## src/rtl/mips_pkg.sv

```systemverilog
// Shared MIPS pipeline definitions: memory-control bit positions, data-cache FSM states,
// and the registered backing-memory request bundle.
package mips_pkg;

    localparam int MEM_BRANCH = 2;
    localparam int MEM_READ   = 1;
    localparam int MEM_WRITE  = 0;

    typedef enum logic [1:0] {
        ST_IDLE  = 2'd0,
        ST_RMISS = 2'd1,
        ST_WRITE = 2'd2,
        ST_DONE  = 2'd3
    } dc_state_e;

    typedef struct packed {
        logic        req;
        logic        we;
        logic [31:0] addr;
        logic [31:0] wdata;
    } mem_req_t;

    function automatic logic [31:0] word_align(input logic [31:0] a);
        return {a[31:2], 2'b00};
    endfunction

endpackage

```

## src/rtl/dcache_array.sv

```systemverilog
// Direct-mapped valid/tag/data storage: combinational read, synchronous write, synchronous valid clear.
// Write and read ports are independent; clear overrides a same-cycle write.
module dcache_array #(
    parameter int INDEX_BITS = 6,
    parameter int TAG_BITS   = 30 - INDEX_BITS
) (
    input  logic                  clk,
    input  logic                  clr_vld,
    input  logic [INDEX_BITS-1:0] rd_idx,
    output logic                  rd_vld,
    output logic [TAG_BITS-1:0]   rd_tag,
    output logic [31:0]           rd_dat,
    input  logic                  wr_en,
    input  logic [INDEX_BITS-1:0] wr_idx,
    input  logic [TAG_BITS-1:0]   wr_tag,
    input  logic [31:0]           wr_dat
);
    localparam int LINES = 1 << INDEX_BITS;

    logic [LINES-1:0]    valid_q;
    logic [LINES-1:0]    valid_d;
    logic [TAG_BITS-1:0] tag_mem  [LINES];
    logic [31:0]         data_mem [LINES];

    always_comb begin
        valid_d = valid_q;
        if (wr_en) begin
            valid_d[wr_idx] = 1'b1;
        end
    end

    always_ff @(posedge clk) begin
        if (clr_vld) begin
            valid_q <= '0;
        end else begin
            valid_q <= valid_d;
        end
    end

    // Tag/data contents are don't-care while the line is invalid, so they carry no reset.
    always_ff @(posedge clk) begin
        if (wr_en && !clr_vld) begin
            tag_mem[wr_idx]  <= wr_tag;
            data_mem[wr_idx] <= wr_dat;
        end
    end

    assign rd_vld = valid_q[rd_idx];
    assign rd_tag = tag_mem[rd_idx];
    assign rd_dat = data_mem[rd_idx];

endmodule

```

## src/rtl/mem_stage_dcache.sv

```systemverilog
// MEM-stage write-through, no-write-allocate data cache; load hit returns data the same cycle.
// Misses and stores stall the pipeline (hit=0) until the backing-memory ack plus one DONE cycle.
module mem_stage_dcache
    import mips_pkg::*;
#(
    parameter int INDEX_BITS = 6
) (
    input  logic        clk,
    input  logic        rst,
    input  logic [2:0]  ctlmem,
    input  logic [31:0] addr,
    input  logic [31:0] wdata,
    output logic [31:0] rdata,
    output logic        hit,
    output logic        mem_req,
    output logic        mem_we,
    output logic [31:0] mem_addr,
    output logic [31:0] mem_wdata,
    input  logic        mem_ack,
    input  logic [31:0] mem_rdata
);
    localparam int TAG_BITS = 30 - INDEX_BITS;

    dc_state_e state_q, state_d;
    mem_req_t  req_q, req_d;
    logic [31:0] result_q, result_d;

    logic                  is_rd, is_wr;
    logic [INDEX_BITS-1:0] cur_idx;
    logic [TAG_BITS-1:0]   cur_tag;
    logic                  arr_vld;
    logic [TAG_BITS-1:0]   arr_tag;
    logic [31:0]           arr_dat;
    logic                  tag_match;
    logic                  wr_en;
    logic [INDEX_BITS-1:0] wr_idx;
    logic [TAG_BITS-1:0]   wr_tag;
    logic [31:0]           wr_dat;
    logic                  unused_ok;

    assign is_rd     = ctlmem[MEM_READ];
    assign is_wr     = ctlmem[MEM_WRITE];
    assign cur_idx   = addr[INDEX_BITS+1:2];
    assign cur_tag   = addr[31:INDEX_BITS+2];
    assign tag_match = arr_vld && (arr_tag == cur_tag);
    assign unused_ok = ^{ctlmem[MEM_BRANCH], addr[1:0]};

    dcache_array #(
        .INDEX_BITS (INDEX_BITS),
        .TAG_BITS   (TAG_BITS)
    ) u_array (
        .clk     (clk),
        .clr_vld (rst),
        .rd_idx  (cur_idx),
        .rd_vld  (arr_vld),
        .rd_tag  (arr_tag),
        .rd_dat  (arr_dat),
        .wr_en   (wr_en),
        .wr_idx  (wr_idx),
        .wr_tag  (wr_tag),
        .wr_dat  (wr_dat)
    );

    always_comb begin
        state_d  = state_q;
        req_d    = req_q;
        result_d = result_q;
        wr_en    = 1'b0;
        wr_idx   = cur_idx;
        wr_tag   = cur_tag;
        wr_dat   = wdata;
        hit      = 1'b0;
        rdata    = '0;
        case (state_q)
            ST_IDLE: begin
                if (is_wr) begin
                    // Store wins over a simultaneous read; only an already-resident line is updated.
                    wr_en       = tag_match;
                    req_d.req   = 1'b1;
                    req_d.we    = 1'b1;
                    req_d.addr  = word_align(addr);
                    req_d.wdata = wdata;
                    result_d    = '0;
                    state_d     = ST_WRITE;
                end else if (is_rd && !tag_match) begin
                    req_d.req  = 1'b1;
                    req_d.we   = 1'b0;
                    req_d.addr = word_align(addr);
                    state_d    = ST_RMISS;
                end else begin
                    hit   = 1'b1;
                    rdata = is_rd ? arr_dat : '0;
                end
            end
            ST_RMISS: begin
                if (mem_ack) begin
                    wr_en     = 1'b1;
                    wr_idx    = req_q.addr[INDEX_BITS+1:2];
                    wr_tag    = req_q.addr[31:INDEX_BITS+2];
                    wr_dat    = mem_rdata;
                    result_d  = mem_rdata;
                    req_d.req = 1'b0;
                    state_d   = ST_DONE;
                end
            end
            ST_WRITE: begin
                if (mem_ack) begin
                    req_d.req = 1'b0;
                    state_d   = ST_DONE;
                end
            end
            ST_DONE: begin
                hit     = 1'b1;
                rdata   = result_q;
                state_d = ST_IDLE;
            end
            default: begin
                state_d = ST_IDLE;
            end
        endcase
    end

    always_ff @(posedge clk) begin
        if (rst) begin
            state_q  <= ST_IDLE;
            req_q    <= '0;
            result_q <= '0;
        end else begin
            state_q  <= state_d;
            req_q    <= req_d;
            result_q <= result_d;
        end
    end

    assign mem_req   = req_q.req;
    assign mem_we    = req_q.we;
    assign mem_addr  = req_q.addr;
    assign mem_wdata = req_q.wdata;

endmodule

```

## config.mk

```make
export PLATFORM = sky130hd
export DESIGN_NAME = mem_stage_dcache
export DESIGN_NICKNAME = d
export VERILOG_FILES = /design/src/rtl/mips_pkg.sv /design/src/rtl/dcache_array.sv /design/src/rtl/mem_stage_dcache.sv
export SDC_FILE = /design/constraint.sdc
export NUM_CORES = 2
export LEC_CHECK = 0
export ABC_AREA = 0
export CORE_MARGIN = 3
export CORE_UTILIZATION = 40
export CTS_CLUSTER_DIAMETER = 100
export DETAILED_ROUTE_END_ITERATION = 8
export GPL_ROUTABILITY_DRIVEN = 0
export PLACE_DENSITY = 0.56
export SLEW_MARGIN = 15
export SYNTH_ARGS = -nofsm -noshare
export SYNTH_HDL_FRONTEND = slang
export SYNTH_SLANG_ARGS = --single-unit
```

## constraint.sdc

```tcl
create_clock -name clk -period 9.4 [get_ports clk]
set_clock_uncertainty 0.15 [all_clocks]
set_input_delay 1.88 -clock clk [delete_from_list [all_inputs] [get_ports clk]]
set_output_delay 1.88 -clock clk [all_outputs]
set_load 0.02 [all_outputs]
```

==> summary.txt <==
Critical path
  – Max incr delay on CP: 0.66 ns
  – Worst EP required: 7.37 ns
  – Worst r2r dst: u_array.tag_mem[54][23]
  – CP Data Arrival Time: 7.14 ns
  – Reg2reg start: u_array.tag_mem[60][22]
  – Crit path max-delay family: compound AO/OA/AOI/OAI gates
  – CP Max Fanout: 45
  – Critical path type: primary input to output port
  – Critical Path End Type: output port
  – Path depth of the worst reg2reg path: 14
  – CP Cell Sequence: buf_16 -> mux4_2 -> mux2_2 -> a22oi_1 -> o311ai_0 -> buf_4 -> or4_1 -> a2111oi_1 -> nand3_1 -> and4b_4 -> buf_12 -> nand2_1 -> o21ai_0 -> clkdlybuf4s50_1
  – Worst R2R Setup Slack: 3.13 ns
  – Bufs and invs on worst path: 4
  – Worst Setup Start Kind: primary input
  – CP max-delay cell: clkdlybuf4s50_1

Drt
  – First-pass iteration count of the detailed router: 5
  – Vias: 76400
  – Wire per inst: roughly 37 µm
  – DR top layer: met5
  – Vias per cell: about 6.1
  – Routed met3 length: slightly above 40 mm
  – Met2 Routed Length: ~220 mm
  – Drc violations: 0
  – Routed wire length: about 460 mm
  – Post-Route M1 WL: between 150 and 200 mm
  – Antenna-violating nets left: 0
  – DR iter-0 viols: 11200

Min path
  – Min-delay src: mem_wdata[22]
  – Worst Hold Class: flip-flop to flip-flop
  – Hold Path End: mem_wdata[22]
  – Worst Hold Depth: 2

Floorplan
  – Effective utilization at floorplan: between 40% and 50%
  – Top Ports: 201
  – Core Area: about 360000 µm²
  – Die footprint: around 370000 µm²
  – Row count: 220
  – Chip Height: 608 µm
  – Die Wd: about 610 µm

Logic synthesis
  – Synth unique cells: 79
  – Ys Warns: 0
  – Ys flop type: edfxtp_1
  – Register area share after synthesis: 76.4%
  – Ys async rst share: 0%
  – Mapped Cells: just under 7000
  – Yosys reg bits: 3746
  – EDFF count, synth: about 3600
  – Synth Area per Inst: between 20 and 25 µm²
  – Mapped cell area: around 150000 µm²

Clock network
  – Clk sinks: roughly 3700
  – CTS tree: yes
  – Clock root cell: clkbuf_16
  – H-tree levels: 5
  – Max Root-Sink Buffers: 4
  – Post-CTS Hold Buffers: 0
  – Clock Pin Slew Worst Setup and Hold Paths: 0.06 ns
  – Num CTS Buffers: between 300 and 400
  – Clock Latency Late Sink: 0.96 ns
  – Post-CTS Setup Bufs: 0

Cells and area
  – FF+latch area: around 110000 µm²
  – Final Util: ~47%
  – Area grow syn2layout: 17.2%
  – Filler cells: just under 30000
  – Cell Count, Final, Fillers Out: ~13000
  – Fraction of layout cells with a size suffix above 1: between 20% and 30%
  – Design Area, Final: between 150000 and 200000 µm²
  – Area of the multi-input gates: between 30000 and 40000 µm²
  – Nets: 7567

Global route
  – Largest net degree at the start of global routing: between 100 and 150
  – Global-route wire length before repair: between 600 and 700 mm
  – Antenna violations before repair: 18
  – Vias in the first global route: ~76000
  – Gr usage total: between 20% and 30%
  – Overflow left after global routing: 0

Pwr
  – Power per cell area: roughly 220 nW/µm²
  – Max IR drop VDD: around 0.15 mV
  – LEAKAGE: 53.7 nW

Placed design
  – Cells after DPL: 11900
  – Hpwl dp: about 260 mm
  – PortBufs: 195
  – Placed Area: 158000 µm²

STA
  – Max Slew Vio Count: 0
  – Fin. Hold Viols: 0
  – FMAX: ~110 MHz
  – Rel. slew slack: between 10% and 20%
  – Final setup TNS: 0 ns
  – Final Setup Violations: 0
  – Period utilization: 97.5%
  – RSZ-0062 raised after global routing: false
  – Final min period: roughly 9.2 ns
  – Least-Margin Pin Slew: 1.20 ns

Run status
  – Status: complete, no violations

Flow run
  – Maxcap violations: 0
[worst reg2reg max path: stages (launching register included)]
cell and delay [ns]:
edfxtp_1 0.37, mux4_2 0.49, mux2_2 0.29, a22oi_1 0.35, o311ai_0 0.27, buf_4 0.22, or4_1 0.53, a21oi_1 0.20
nand4_1 0.18, nor4_4 0.38, buf_12 0.22, buf_4 0.38, nand4_4 0.49, a21oi_4 0.97, buf_4 0.42
[sequential cells by signal, indices dropped and copies added (netlist names)]
signal            cells
u_array.valid_q      64
result_q             32
u_array.tag_mem    1536
u_array.data_mem   2048
mem_we                1
mem_addr             30
mem_req               1
state_q               2
mem_wdata            32
[layout make-up]
type                       instances  area share, %
timing repair buffer             680           4.54
multi-input combinational       2572           19.4
antenna                           13         0.0191
clock buffer                     470           5.95
tap                             4773           3.51
inverter                          80          0.185
sequential                      3746           65.1
clock inverter                   241           1.25
[metal layers]
layer | vias to the layer above | GRT usage, %
met1 | 41800 | 34.9
met5 | - | 0
met2 | 4150 | 39.0
li1 | 29800 | -
met4 | 2 | 7.61
met3 | 711 | 4.14
[what timing repair did]
item | 4_1_cts | 5_1_grt
endpoints found under the setup margin | 0 | 10
endpoints found under the hold margin | 0 | 0
resized for setup | 0 | 3
[per-stage QoR]
stage / setup slack (ns) / total power, mW / hold WS, ns
2_1_floorplan: 0.942 / 21.3 / 0.299
3_3_place_gp: 0.119 / 22.5 / 0.296
3_5_place_dp: 0.205 / 22.6 / 0.298
4_1_cts: 0.132 / 37.5 / 0.307
5_1_grt: 0.0760 / 38.3 / 0.325
6_report: 0.231 / 37.3 / 0.307
[where the power goes]
part,leakage [nW],internal (mW),switching [mW]
sequential,33.6,19.1,0.0688
clock,6.04,8.54,6.45
combinational,14.1,0.922,2.20
[synth_stat cells (all sizes together) (13+ instances only)]
cell type | number | area, µm²
nand2 | 401 | 1510
mux4 | 975 | 22000
nor2 | 79 | 299
nor4 | 19 | 140
and2 | 13 | 81.3
mux2i | 222 | 2220
o211ai | 14 | 105
mux2 | 26 | 293
dfxtp | 162 | 3240
and4 | 13 | 114
a22o | 13 | 114
nand3 | 66 | 330
a22oi | 130 | 976
nand4 | 22 | 168
nand2b | 73 | 457
o22ai | 82 | 513
and3 | 15 | 93.8
edfxtp | 3584 | 108000
nor3 | 25 | 125
o21ai | 38 | 190
buf | 189 | 1150
a32oi | 21 | 184
inv | 77 | 289
nor2b | 29 | 181
a21oi | 141 | 706
clkbuf | 199 | 747
[worst max-delay path by stage]
stage                        from                     end  slack [ns]  cells after the start
final                     addr[2]               rdata[12]        0.23                     14
after global routing      addr[2]               rdata[12]        0.08                     16
after CTS                 addr[2]               rdata[12]        0.13                     14
after detailed placement  addr[2]               rdata[12]        0.20                     14
after global placement    addr[2]               rdata[13]        0.12                     14
after floorplan           addr[2]  u_array.data_mem[0][0]        0.94                     14
[cells in the final DEF (no fill, tap or decap), types with 32 or more instances in the layout]
master              n
clkbuf_1           73
o22ai_1            82
buf_12            167
mux2i_1           222
clkinv_1           86
a21oi_1            76
clkbuf_16         391
nand3_1            66
inv_1              75
clkinv_2           94
mux4_2            959
dfxtp_1           162
a22oi_1           130
bufinv_16          32
nand2b_1           73
nor2_1             76
clkdlybuf4s50_1   180
buf_4             324
a21oi_4            65
edfxtp_1         3584
o21ai_0            34
nand2_1           375
[cells by family after synthesis]
family / Yosys count / share of synthesized area (%)
AO/OA/AOI/OAI: 523 / 2.41
buffers and inverters: 468 / 1.51
XOR/XNOR: 14 / 0.0845
other: 1 / 0.00258
flip-flops: 3746 / 76.4
adder cells (fa/ha/maj): 3 / 0.0259
AND/OR/NAND/NOR: 807 / 2.71
multiplexers: 1223 / 16.9
Note: power is estimated with default switching activity, not from simulation.
